`config.mk`:
```
export PLATFORM = sky130hd
export DESIGN_NAME = rc_scheduler
export DESIGN_NICKNAME = d
export VERILOG_FILES = /design/src/rtl/rc_pkg.sv /design/src/rtl/rc_rr_arbiter.sv /design/src/rtl/rc_scheduler.sv
export SDC_FILE = /design/constraint.sdc
export NUM_CORES = 1
export LEC_CHECK = 0
export CAP_MARGIN = 20
export CORE_AREA = 2 2 161 163
export DETAILED_ROUTE_END_ITERATION = 7
export DIE_AREA = 0 0 163 165
export PLACE_DENSITY = 0.72
export SYNTH_ARGS = -nofsm -noshare
export SYNTH_HDL_FRONTEND = slang
export SYNTH_SLANG_ARGS = --single-unit
```
`constraint.sdc`:
```
create_clock -name AXI_aclk -period 5.9 [get_ports AXI_aclk]
set_clock_uncertainty 0.1 [all_clocks]
set_input_delay 0.59 -clock AXI_aclk [delete_from_list [all_inputs] [get_ports AXI_aclk]]
set_output_delay 0.59 -clock AXI_aclk [all_outputs]
set_load 0.01 [all_outputs]
```
`src/rtl/rc_pkg.sv`:
```
// Shared definitions for the partial-reconfiguration scheduler: engine register map,
// status bit positions, AXI response code and the scheduler FSM state type.
package rc_pkg;

  localparam logic [7:0] RC_CTRL   = 8'h00;
  localparam logic [7:0] RC_ADDR   = 8'h08;
  localparam logic [7:0] RC_LEN    = 8'h10;
  localparam logic [7:0] RC_STATUS = 8'h18;

  localparam int unsigned RC_ST_BUSY  = 0;
  localparam int unsigned RC_ST_DONE  = 1;
  localparam int unsigned RC_ST_ERROR = 2;

  localparam logic [1:0] AXI_RESP_OKAY = 2'b00;

  typedef enum logic [3:0] {
    StIdle,
    StArb,
    StDecpl,
    StWrAddr,
    StWrLen,
    StWrStart,
    StPollWait,
    StPollRd,
    StFinish,
    StFail
  } rc_sched_state_t;

endpackage

```
`src/rtl/rc_rr_arbiter.sv`:
```
// Combinational round-robin pick: first asserted request at or above pointer p_i,
// wrapping modulo N.
module rc_rr_arbiter #(
  parameter int unsigned N = 4,
  localparam int unsigned IdxW = $clog2(N)
) (
  input  logic [N-1:0]    req_i,
  input  logic [IdxW-1:0] p_i,
  output logic [N-1:0]    grant_o,
  output logic [IdxW-1:0] idx_o,
  output logic            valid_o
);

  logic [IdxW-1:0] cand;

  always_comb begin
    grant_o = '0;
    idx_o   = '0;
    valid_o = 1'b0;
    cand    = '0;
    for (int unsigned k = 0; k < N; k++) begin
      cand = IdxW'((32'(p_i) + k) % N);
      if (!valid_o && req_i[cand]) begin
        valid_o       = 1'b1;
        idx_o         = cand;
        grant_o[cand] = 1'b1;
      end
    end
  end

endmodule

```
`src/rtl/rc_scheduler.sv`:
```
// Shares one partial-reconfiguration engine between N_REQ partitions: round-robin grant,
// AXI4-Lite programming of ADDR/LEN/CTRL, status polling with timeout, per-partition decouple.
module rc_scheduler
  import rc_pkg::*;
#(
  parameter int unsigned N_REQ               = 4,
  parameter int unsigned C_M_AXIL_ADDR_WIDTH = 5,
  parameter int unsigned C_M_AXIL_DATA_WIDTH = 64,
  parameter int unsigned BS_LENGTH_BITS      = 24,
  parameter int unsigned POLL_INTERVAL       = 64,
  parameter int unsigned TIMEOUT_CYCLES      = 2**24
) (
  input  logic                               AXI_aclk,
  input  logic                               AXI_areset,
  input  logic [N_REQ-1:0]                   req,
  input  logic [N_REQ*32-1:0]                req_addr,
  input  logic [N_REQ*BS_LENGTH_BITS-1:0]    req_len,
  output logic [N_REQ-1:0]                   ack,
  output logic [N_REQ-1:0]                   err,
  output logic                               busy,
  output logic [N_REQ-1:0]                   decouple_rp,
  output logic [C_M_AXIL_ADDR_WIDTH-1:0]     m_axil_awaddr,
  output logic [2:0]                         m_axil_awprot,
  output logic                               m_axil_awvalid,
  input  logic                               m_axil_awready,
  output logic [C_M_AXIL_DATA_WIDTH-1:0]     m_axil_wdata,
  output logic [C_M_AXIL_DATA_WIDTH/8-1:0]   m_axil_wstrb,
  output logic                               m_axil_wvalid,
  input  logic                               m_axil_wready,
  input  logic [1:0]                         m_axil_bresp,
  input  logic                               m_axil_bvalid,
  output logic                               m_axil_bready,
  output logic [C_M_AXIL_ADDR_WIDTH-1:0]     m_axil_araddr,
  output logic [2:0]                         m_axil_arprot,
  output logic                               m_axil_arvalid,
  input  logic                               m_axil_arready,
  input  logic [C_M_AXIL_DATA_WIDTH-1:0]     m_axil_rdata,
  input  logic [1:0]                         m_axil_rresp,
  input  logic                               m_axil_rvalid,
  output logic                               m_axil_rready
);

  localparam int unsigned AW    = C_M_AXIL_ADDR_WIDTH;
  localparam int unsigned DW    = C_M_AXIL_DATA_WIDTH;
  localparam int unsigned IdxW  = $clog2(N_REQ);
  localparam int unsigned PollW = $clog2(POLL_INTERVAL + 1);
  localparam int unsigned TmoW  = $clog2(TIMEOUT_CYCLES + 1);

  rc_sched_state_t           state_q, state_d;
  logic [IdxW-1:0]           p_q, p_d;
  logic [IdxW-1:0]           g_q, g_d;
  logic [31:0]               addr_q, addr_d;
  logic [BS_LENGTH_BITS-1:0] len_q, len_d;
  logic                      awvalid_q, awvalid_d;
  logic                      wvalid_q, wvalid_d;
  logic                      arvalid_q, arvalid_d;
  logic [N_REQ-1:0]          decouple_q, decouple_d;
  logic [PollW-1:0]          poll_cnt_q, poll_cnt_d;
  logic [TmoW-1:0]           tmo_q, tmo_d;

  logic [N_REQ-1:0] arb_grant;
  logic [IdxW-1:0]  arb_idx;
  logic             arb_valid;
  logic             tmo_hit;
  logic             wr_done;
  logic             rd_done;
  logic             unused_rdata;

  rc_rr_arbiter #(
    .N(N_REQ)
  ) u_arb (
    .req_i  (req),
    .p_i    (p_q),
    .grant_o(arb_grant),
    .idx_o  (arb_idx),
    .valid_o(arb_valid)
  );

  assign tmo_hit      = (tmo_q == TmoW'(TIMEOUT_CYCLES));
  // B/R are only accepted once the request side has fully handshaken.
  assign wr_done      = m_axil_bvalid && !awvalid_q && !wvalid_q;
  assign rd_done      = m_axil_rvalid && !arvalid_q;
  assign unused_rdata = ^m_axil_rdata;

  always_comb begin
    state_d    = state_q;
    p_d        = p_q;
    g_d        = g_q;
    addr_d     = addr_q;
    len_d      = len_q;
    awvalid_d  = awvalid_q && !m_axil_awready;
    wvalid_d   = wvalid_q && !m_axil_wready;
    arvalid_d  = arvalid_q && !m_axil_arready;
    decouple_d = decouple_q;
    poll_cnt_d = poll_cnt_q;
    tmo_d      = tmo_hit ? tmo_q : tmo_q + 1'b1;

    unique case (state_q)
      StIdle: begin
        if (|req) state_d = StArb;
      end
      StArb: begin
        if (arb_valid) begin
          g_d        = arb_idx;
          p_d        = (arb_idx == IdxW'(N_REQ - 1)) ? '0 : arb_idx + 1'b1;
          addr_d     = req_addr[32*int'(arb_idx) +: 32];
          len_d      = req_len[BS_LENGTH_BITS*int'(arb_idx) +: BS_LENGTH_BITS];
          decouple_d = decouple_q | arb_grant;
          state_d    = StDecpl;
        end else begin
          state_d = StIdle;
        end
      end
      StDecpl: begin
        if (len_q == '0) begin
          state_d = StFinish;
        end else begin
          state_d   = StWrAddr;
          awvalid_d = 1'b1;
          wvalid_d  = 1'b1;
        end
      end
      StWrAddr, StWrLen, StWrStart: begin
        if (wr_done) begin
          if (m_axil_bresp != AXI_RESP_OKAY) begin
            state_d = StFail;
          end else if (state_q == StWrStart) begin
            state_d    = StPollWait;
            poll_cnt_d = '0;
            tmo_d      = '0;
          end else begin
            state_d   = (state_q == StWrAddr) ? StWrLen : StWrStart;
            awvalid_d = 1'b1;
            wvalid_d  = 1'b1;
          end
        end
      end
      StPollWait: begin
        if (tmo_hit) begin
          state_d = StFail;
        end else if (poll_cnt_q == PollW'(POLL_INTERVAL - 1)) begin
          state_d   = StPollRd;
          arvalid_d = 1'b1;
        end else begin
          poll_cnt_d = poll_cnt_q + 1'b1;
        end
      end
      StPollRd: begin
        if (rd_done) begin
          if (m_axil_rresp != AXI_RESP_OKAY || m_axil_rdata[RC_ST_ERROR]) begin
            state_d = StFail;
          end else if (m_axil_rdata[RC_ST_DONE]) begin
            state_d = StFinish;
          end else if (tmo_hit) begin
            state_d = StFail;
          end else begin
            state_d    = StPollWait;
            poll_cnt_d = '0;
          end
        end
      end
      StFinish: begin
        decouple_d[g_q] = 1'b0;
        state_d         = StIdle;
      end
      StFail: begin
        state_d = StIdle;
      end
      default: state_d = StIdle;
    endcase
  end

  always_ff @(posedge AXI_aclk) begin
    if (AXI_areset) begin
      state_q    <= StIdle;
      p_q        <= '0;
      g_q        <= '0;
      addr_q     <= '0;
      len_q      <= '0;
      awvalid_q  <= 1'b0;
      wvalid_q   <= 1'b0;
      arvalid_q  <= 1'b0;
      decouple_q <= '0;
      poll_cnt_q <= '0;
      tmo_q      <= '0;
    end else begin
      state_q    <= state_d;
      p_q        <= p_d;
      g_q        <= g_d;
      addr_q     <= addr_d;
      len_q      <= len_d;
      awvalid_q  <= awvalid_d;
      wvalid_q   <= wvalid_d;
      arvalid_q  <= arvalid_d;
      decouple_q <= decouple_d;
      poll_cnt_q <= poll_cnt_d;
      tmo_q      <= tmo_d;
    end
  end

  always_comb begin
    m_axil_awaddr = '0;
    m_axil_wdata  = '0;
    m_axil_wstrb  = '0;
    m_axil_bready = 1'b0;
    unique case (state_q)
      StWrAddr: begin
        m_axil_awaddr = AW'(RC_ADDR);
        m_axil_wdata  = DW'(addr_q);
        m_axil_wstrb  = '1;
        m_axil_bready = 1'b1;
      end
      StWrLen: begin
        m_axil_awaddr = AW'(RC_LEN);
        m_axil_wdata  = DW'(len_q);
        m_axil_wstrb  = '1;
        m_axil_bready = 1'b1;
      end
      StWrStart: begin
        m_axil_awaddr = AW'(RC_CTRL);
        m_axil_wdata  = DW'(1);
        m_axil_wstrb  = '1;
        m_axil_bready = 1'b1;
      end
      default: ;
    endcase
  end

  assign m_axil_awprot  = 3'b000;
  assign m_axil_arprot  = 3'b000;
  assign m_axil_awvalid = awvalid_q;
  assign m_axil_wvalid  = wvalid_q;
  assign m_axil_arvalid = arvalid_q;
  assign m_axil_araddr  = (state_q == StPollRd) ? AW'(RC_STATUS) : '0;
  assign m_axil_rready  = (state_q == StPollRd);

  assign busy        = (state_q != StIdle);
  assign decouple_rp = decouple_q;
  assign ack         = (state_q == StFinish) ? (N_REQ'(1) << g_q) : '0;
  assign err         = (state_q == StFail) ? (N_REQ'(1) << g_q) : '0;

endmodule

```
==> reports/results.tsv, run 1 <==
stage	metric	value	unit
pwr	leakagePower	3.67	nW
cts	cts_num_sinks	103	
synth	ys_seq_area_share	30.0	%
critical_path	cp_max_fo	30	
cts	cts.hold.buffers_added	0	
sta	setup_violations	0	
cts	post_cts_buffers	0	
floorplan	die_area	26900	sq um
cts	clock_path_buffers	2	
cts	clock_latency	0.35	ns
floorplan	die_y	165	microns
cts	htreeDepth	3	
synth	syn_inst	692	
grt	antenna_found_initial	2	
synth	yosysWarningCount	0	
routing	wirelength	23000	microns
placed_design	dp.cells	1268	
pwr	ir_worst_vdd	0.000167	V
sta	hold_violations	0	
synth	synth.top_cell.area_share	30.0	%
grt	grt_pass1_wl	33400	microns
critical_path	cp.required	6.04	ns
critical_path	end_kind	flop	
placed_design	gp_congestion	0.814	
synth	synth_edf_count	0	
grt	grt_usage	16.1	%
critical_path	crit_family	compound AO/OA/AOI/OAI gates	
routing	ant_nets	0	
routing	drc	0	
sta	worst-slew-pin-transition	0.963	ns
synth	yosys-top-cells-area	dfxtp_1, mux4_2, a22o_1, buf_4, nor2_1	
pwr	power_density	328	nW/um^2
critical_path	start_kind	flop	
cts	cts_resized	0	
pwr	total_power	3.34	mW
placed_design	dp_hpwl	17900	microns
critical_path	cpMaxStageDelayCell	dfxtp_1	
final_layout	final_cells	1285	
sta	setup_tns	0	ns
final_layout	fin_nets	1264	
final_layout	syn_to_final_growth	48.3	%
routing	wire_per_inst	17.9	microns
synth	yosysTopAreaCell	dfxtp_1	
sta	slew_headroom	35.2	%
final_layout	fillers	2464	
floorplan	rows	58	
run	drv_cap	0	
sta	period_needed	4.45	ns
critical_path	path_cells	inv_1 > ha_1 > or3b_1 > a2111o_1 > nand3_1 > o22a_2 > buf_12 > mux4_2 > a22o_1	
synth	synth_area	6880	sq um
final_layout	layout-drive-gt1-share	9.96	%
final_layout	multi_input_area	4260	sq um
floorplan	ios	409	
sta	final_max_slew_viol_count	0	
sta	fmax	0.225	GHz
sta	period_share	75.4	%
cts	cts_tree	yes	
synth	avgSynthCellArea	9.94	sq um
cts	numCtsBuffers	9	
synth	synth_cell_type_count	59	
routing	via_per_inst	5.06	
routing	vias	6496	
critical_path	critical_path_arrival	4.59	ns
synth	synthArstFlopShare	0	%
grt	grt_overflow	0	
floorplan	start_util	27.5	%
worst_hold_path	hp-class	reg -> reg	
grt	grt_start_max_net_pins	61	
grt	first_global_vias	6095	
critical_path	path_class	reg -> reg	
cts	clkSlewWorstSetupHoldPaths	0.07	ns
floorplan	die_w	163	microns
synth	synthFlopType	dfxtp_1	
critical_path	max_stage_delay	0.78	ns
cts	root_buffer	clkbuf_16	
sta	rsz0062_at_grt	false	
critical_path	critical_path.n_buffers_inverters	2	
routing	first_pass_iters	5	
floorplan	coreArea	25000	sq um
synth	synth_seq_cells	103	
final_layout	regArea	2060	sq um
placed_design	io_buffers	302	
routing	drt_iter0_markers	268	
status	status	complete, no violations	
==> worst register-to-register path, stage by stage, from the launching register on <==
cell	delay (ns)
dfxtp_1	0.78
inv_1	0.30
ha_1	0.54
or3b_1	0.40
a2111o_1	0.40
nand3_1	0.23
o22a_2	0.69
buf_12	0.33
mux4_2	0.34
a22o_1	0.23
==> placed cells by master, fill, tap and decap left out, types with 9 or more instances in the layout <==
cell type        synthesis  layout
conb_1                   1      44
a22o_1                  79      79
mux4_2                  57      57
nor4_1                  16      16
nand2_1                 28      28
ha_1                    12      12
nand2b_1                 9       9
nand3_1                 18      18
clkbuf_16                0       9
dfxtp_1                103     103
nand4_1                  9       9
a21oi_1                 23      23
clkdlybuf4s50_1          0     302
xor2_1                  14      14
a22oi_1                 10      10
nor2_1                  50      49
inv_1                   16      16
and2_1                   9       9
o21ai_0                 26      26
==> cell families after synthesis <==
family | after synthesis | synth area share [%]
buffers and inverters | 122 | 11.1
adders and majority gates | 12 | 2.18
xor gates and xnor gates | 19 | 2.42
muxes | 65 | 19.9
other | 1 | 0.0545
DFF | 103 | 30.0
and+or+nand+nor | 194 | 15.0
AOI/OAI and AO/OA | 176 | 19.4
==> per-layer routing <==
metal,share of wire [%],global-route usage (%),vias to the layer above,wire [microns]
li1,-,-,3084,-
met5,0.057,0,-,13
met1,39,19.6,3125,9070
met2,52,28.0,265,11900
met4,1.7,4.51,2,392
met3,7.1,4.34,20,1630
==> synthesized netlist by cell type (4+ instances only) <==
| library cell | number |
|---|---|
| buf_4 | 58 |
| a32o_1 | 4 |
| nor2_1 | 50 |
| and3_1 | 6 |
| nand4_1 | 9 |
| o22ai_1 | 8 |
| or3_1 | 8 |
| a211oi_1 | 6 |
| a22o_1 | 79 |
| a21oi_1 | 23 |
| mux4_2 | 57 |
| mux2i_1 | 5 |
| and2_1 | 9 |
| buf_6 | 7 |
| nand3b_1 | 4 |
| nor2b_1 | 5 |
| nand3_1 | 18 |
| nand2b_1 | 9 |
| and4_1 | 4 |
| nor3b_1 | 6 |
| xnor2_1 | 5 |
| inv_1 | 16 |
| buf_2 | 12 |
| xor2_1 | 14 |
| nor4_1 | 16 |
| dfxtp_1 | 103 |
| nand2_1 | 28 |
| clkbuf_1 | 27 |
| ha_1 | 12 |
| nor3_1 | 10 |
| a22oi_1 | 10 |
| o21ai_0 | 26 |
==> through the flow <==
| step | hold WS, ns | cell area, sq um | util, % | setup slack [ns] |
|---|---|---|---|---|
| after floorplan | 0.341 | 7040 | - | 2.77 |
| after global placement | 0.353 | 9890 | 39.5 | 1.52 |
| after detailed placement | 0.356 | 9890 | 39.5 | 1.48 |
| after CTS | 0.369 | 10200 | 40.7 | 1.47 |
| after global routing | 0.381 | 10200 | 40.7 | 1.19 |
| final | 0.372 | 10200 | 40.7 | 1.45 |
==> final timing paths <==
| path | start | to | slack, ns | depth (start not counted) |
|---|---|---|---|---|
| worst max-delay path | p_q[0] | addr_q[12] | 1.45 | 9 |
| worst min-delay path | poll_cnt_q[6] | poll_cnt_q[6] | 0.37 | 1 |
| worst max register to register | p_q[0] | addr_q[12] | 1.45 | 9 |
| worst min register to register | poll_cnt_q[6] | poll_cnt_q[6] | 0.37 | 1 |
==> state kept, by name (all words and copies together), names as in the netlist <==
name            flops
state_q             4
p_q                 2
addr_q             32
g_q                 2
len_q              24
m_axil_awvalid      1
m_axil_arvalid      1
poll_cnt_q          7
tmo_q              25
m_axil_wvalid       1
decouple_rp         4
==> layout make-up <==
cell class,count,area share (%)
multi-input cells,510,41.7
well taps,330,4.05
diodes,1,0.0245
clock buffers,10,2.34
repair buffers,309,30.4
flip-flops and latches,103,20.2
inverters,16,0.589
clock inverters,6,0.675
==> report_power, final <==
group / internal (mW) / switching [mW]
Combinational: 0.878 / 0.785
Clock: 0.343 / 0.285
Sequential: 0.865 / 0.187
Total: 2.09 / 1.26
Note: power is estimated with default switching activity, not from simulation.
==> run 2: changes to the inputs <==
--- a/config.mk
+++ b/config.mk
@@ -6,10 +6,10 @@
 export NUM_CORES = 1
 export LEC_CHECK = 0
 export CAP_MARGIN = 20
-export CORE_AREA = 2 2 161 163
+export CORE_AREA = 2 2 157 159
 export DETAILED_ROUTE_END_ITERATION = 7
-export DIE_AREA = 0 0 163 165
-export PLACE_DENSITY = 0.72
+export DIE_AREA = 0 0 159 161
+export PLACE_DENSITY = 0.77
 export SYNTH_ARGS = -nofsm -noshare
 export SYNTH_HDL_FRONTEND = slang
 export SYNTH_SLANG_ARGS = --single-unit
==> constraint.sdc (replaced) <==
create_clock -name AXI_aclk -period 3.8 [get_ports AXI_aclk]
set_clock_uncertainty 0.1 [all_clocks]
set_input_delay 0.38 -clock AXI_aclk [delete_from_list [all_inputs] [get_ports AXI_aclk]]
set_output_delay 0.38 -clock AXI_aclk [all_outputs]
set_load 0.01 [all_outputs]
==> run 2 against run 1 <==
  * Global-route usage is 2.2 points higher
  * Fmax up 33%
  * Non-clock buffer count rose by 16
  * Critical endpoint unchanged
  * Largest cell class unchanged
  * Highest routed layer unchanged
==> reports/results.tsv, run 2 (same netlist as run 1, synthesis figures left out) <==
stage	metric	value	unit	change
placed_design	io_buffers	302		unchanged
critical_path	critical_path_arrival	3.48	ns	was 4.59 ns
critical_path	path_class	reg -> reg		unchanged
status	status	complete, no violations		unchanged
floorplan	coreArea	24000	sq um	was 25,000 sq um
critical_path	cp_max_fo	53		was 30
routing	first_pass_iters	5		unchanged
placed_design	dp_hpwl	19100	microns	was 17,900 microns
cts	numCtsBuffers	9		unchanged
placed_design	place_area	10000	sq um	was 9890 sq um
sta	period_share	87.7	%	was 75.4%
routing	drt_iter0_markers	260		was 268
critical_path	cpMaxStageDelayCell	ha_1		was dfxtp_1
critical_path	path_cells	inv_1 > ha_1 > or3b_1 > a2111o_1 > nand3_1 > o22a_2 > buf_12 > mux4_2 > a22o_1		unchanged
routing	vias	6664		was 6,496
final_layout	regArea	2060	sq um	unchanged
grt	grt_usage	18.3	%	was 16.1%
cts	htreeDepth	3		unchanged
final_layout	layout-drive-gt1-share	11.4	%	was 9.96%
floorplan	ios	409		unchanged
cts	clock_path_buffers	2		unchanged
critical_path	end_kind	flop		unchanged
cts	clkSlewWorstSetupHoldPaths	0.08	ns	was 0.07 ns
floorplan	die_area	25600	sq um	was 26,900 sq um
final_layout	fillers	2351		was 2,464
grt	first_global_vias	6612		was 6,095
pwr	leakagePower	3.77	nW	was 3.67 nW
critical_path	max_stage_delay	0.43	ns	was 0.78 ns
routing	drc	0		unchanged
final_layout	multi_input_area	4260	sq um	unchanged
cts	cts_tree	yes		unchanged
sta	rsz0062_at_grt	false		unchanged
routing	ant_nets	0		unchanged
critical_path	start_kind	flop		unchanged
final_layout	final_cell_area	10300	sq um	was 10,200 sq um
final_layout	largest_reg_flops	32		unchanged
sta	worst-slew-pin-transition	0.926	ns	was 0.963 ns
routing	via_per_inst	5.15		was 5.06
final_layout	top_regs	addr_q: 32 flops, tmo_q: 25 flops, len_q: 24 flops		unchanged
final_layout	final_core_util	43.2	%	was 40.7%
run	drv_cap	0		unchanged
sta	slew_headroom	38.1	%	was 35.2%
worst_hold_path	hp-class	reg -> reg		unchanged
floorplan	die_y	161	microns	was 165 microns
routing	wirelength	24200	microns	was 23,000 microns
cts	cts_num_sinks	103		unchanged
final_layout	fin_nets	1280		was 1,264
final_layout	final_cells	1295		was 1,285
placed_design	dp_slack	0.299	ns	was 1.48 ns
floorplan	rows	57		was 58
sta	hold_violations	0		unchanged
floorplan	start_util	28.7	%	was 27.5%
final_layout	syn_to_final_growth	50.4	%	was 48.3%
routing	wire_per_inst	18.7	microns	was 17.9 microns
cts	root_buffer	clkbuf_16		unchanged
sta	final_max_slew_viol_count	0		unchanged
placed_design	gp_congestion	0.829		was 0.814
cts	post_cts_buffers	0		unchanged
cts	cts_resized	0		unchanged
grt	antenna_found_initial	2		unchanged
floorplan	die_w	159	microns	was 163 microns
sta	period_needed	3.33	ns	was 4.45 ns
placed_design	dp.cells	1278		was 1,268
pwr	ir_worst_vdd	0.000304	V	was 0.000167 V
cts	clock_latency	0.35	ns	about the same
grt	grt_start_max_net_pins	54		was 61
critical_path	cp.required	3.95	ns	was 6.04 ns
final_layout	final_common_cell	clkdlybuf4s50_1		unchanged
sta	setup_violations	0		unchanged
sta	fmax	0.300	GHz	was 0.225 GHz
grt	grt_overflow	0		unchanged
final_layout	mostFrequentLayoutCells	clkdlybuf4s50_1, dfxtp_1, a22o_1, mux4_2, nor2_1		unchanged
cts	cts.hold.buffers_added	0		unchanged
sta	fin_ws	0.469	ns	was 1.45 ns
pwr	power_density	517	nW/um^2	was 328 nW/um^2
final_layout	regMostFlops	addr_q		unchanged
sta	setup_tns	0	ns	unchanged
grt	grt_pass1_wl	36700	microns	was 33,400 microns
## run 2: changes by cell type in the layout (fill, tap and decap cells not counted)
cell	previous run	this run
buf_12	2	3
buf_4	5	20
inv_8	1	2
clkinvlp_4	3	0
clkinv_8	0	1
inv_6	0	1
clkinv_2	1	0
clkinv_4	0	1
## run 2: path summary, 6_finish.rpt
path                            cells past startpoint  slack, ns            end          start
worst max-delay path                                9       0.47     addr_q[12]         p_q[0]
worst min-delay path                                1       0.37  poll_cnt_q[6]  poll_cnt_q[6]
worst min register to register                      1       0.37  poll_cnt_q[6]  poll_cnt_q[6]
worst max register to register                      9       0.47     addr_q[12]         p_q[0]
## run 2: area by class of cell
cell class | count | share of cell area, %
diodes | 1 | 0.0242
clock inverters | 6 | 0.835
multi-input cells | 510 | 41.1
inverters | 16 | 0.581
repair buffers | 325 | 31.3
flip-flops and latches | 103 | 19.9
well taps | 324 | 3.92
clock buffers | 10 | 2.31
## run 2: critical path, delay by kind of cell, from the launching register on
kind            cells  cell delay [ns]
compound gates      3             0.90
fa+ha+maj           1             0.43
buf+inv             2             0.40
flops               1             0.34
mux                 1             0.37
simple gates        2             0.61
## run 2: report_power, final
group          total [mW]  switching, mW  internal (mW)
Sequential           1.58          0.234           1.34
Clock                1.02          0.475          0.549
Combinational        2.75           1.30           1.45
## run 2: per-stage QoR
stage          hold slack, ns  power (mW)
4_1_cts                 0.375        5.41
3_5_place_dp            0.359        4.37
3_3_place_gp            0.353        4.31
2_1_floorplan           0.341        3.46
5_1_grt                 0.396        5.67
6_report                0.373        5.35
## run 2: metal layers
metal	vias to the layer above	GRT usage, %	share of wire (%)
li1	3115	-	-
met1	3250	21.9	40
met2	276	33.1	51
met3	21	4.93	7.6
met4	2	3.84	1.2
met5	-	0	0.054
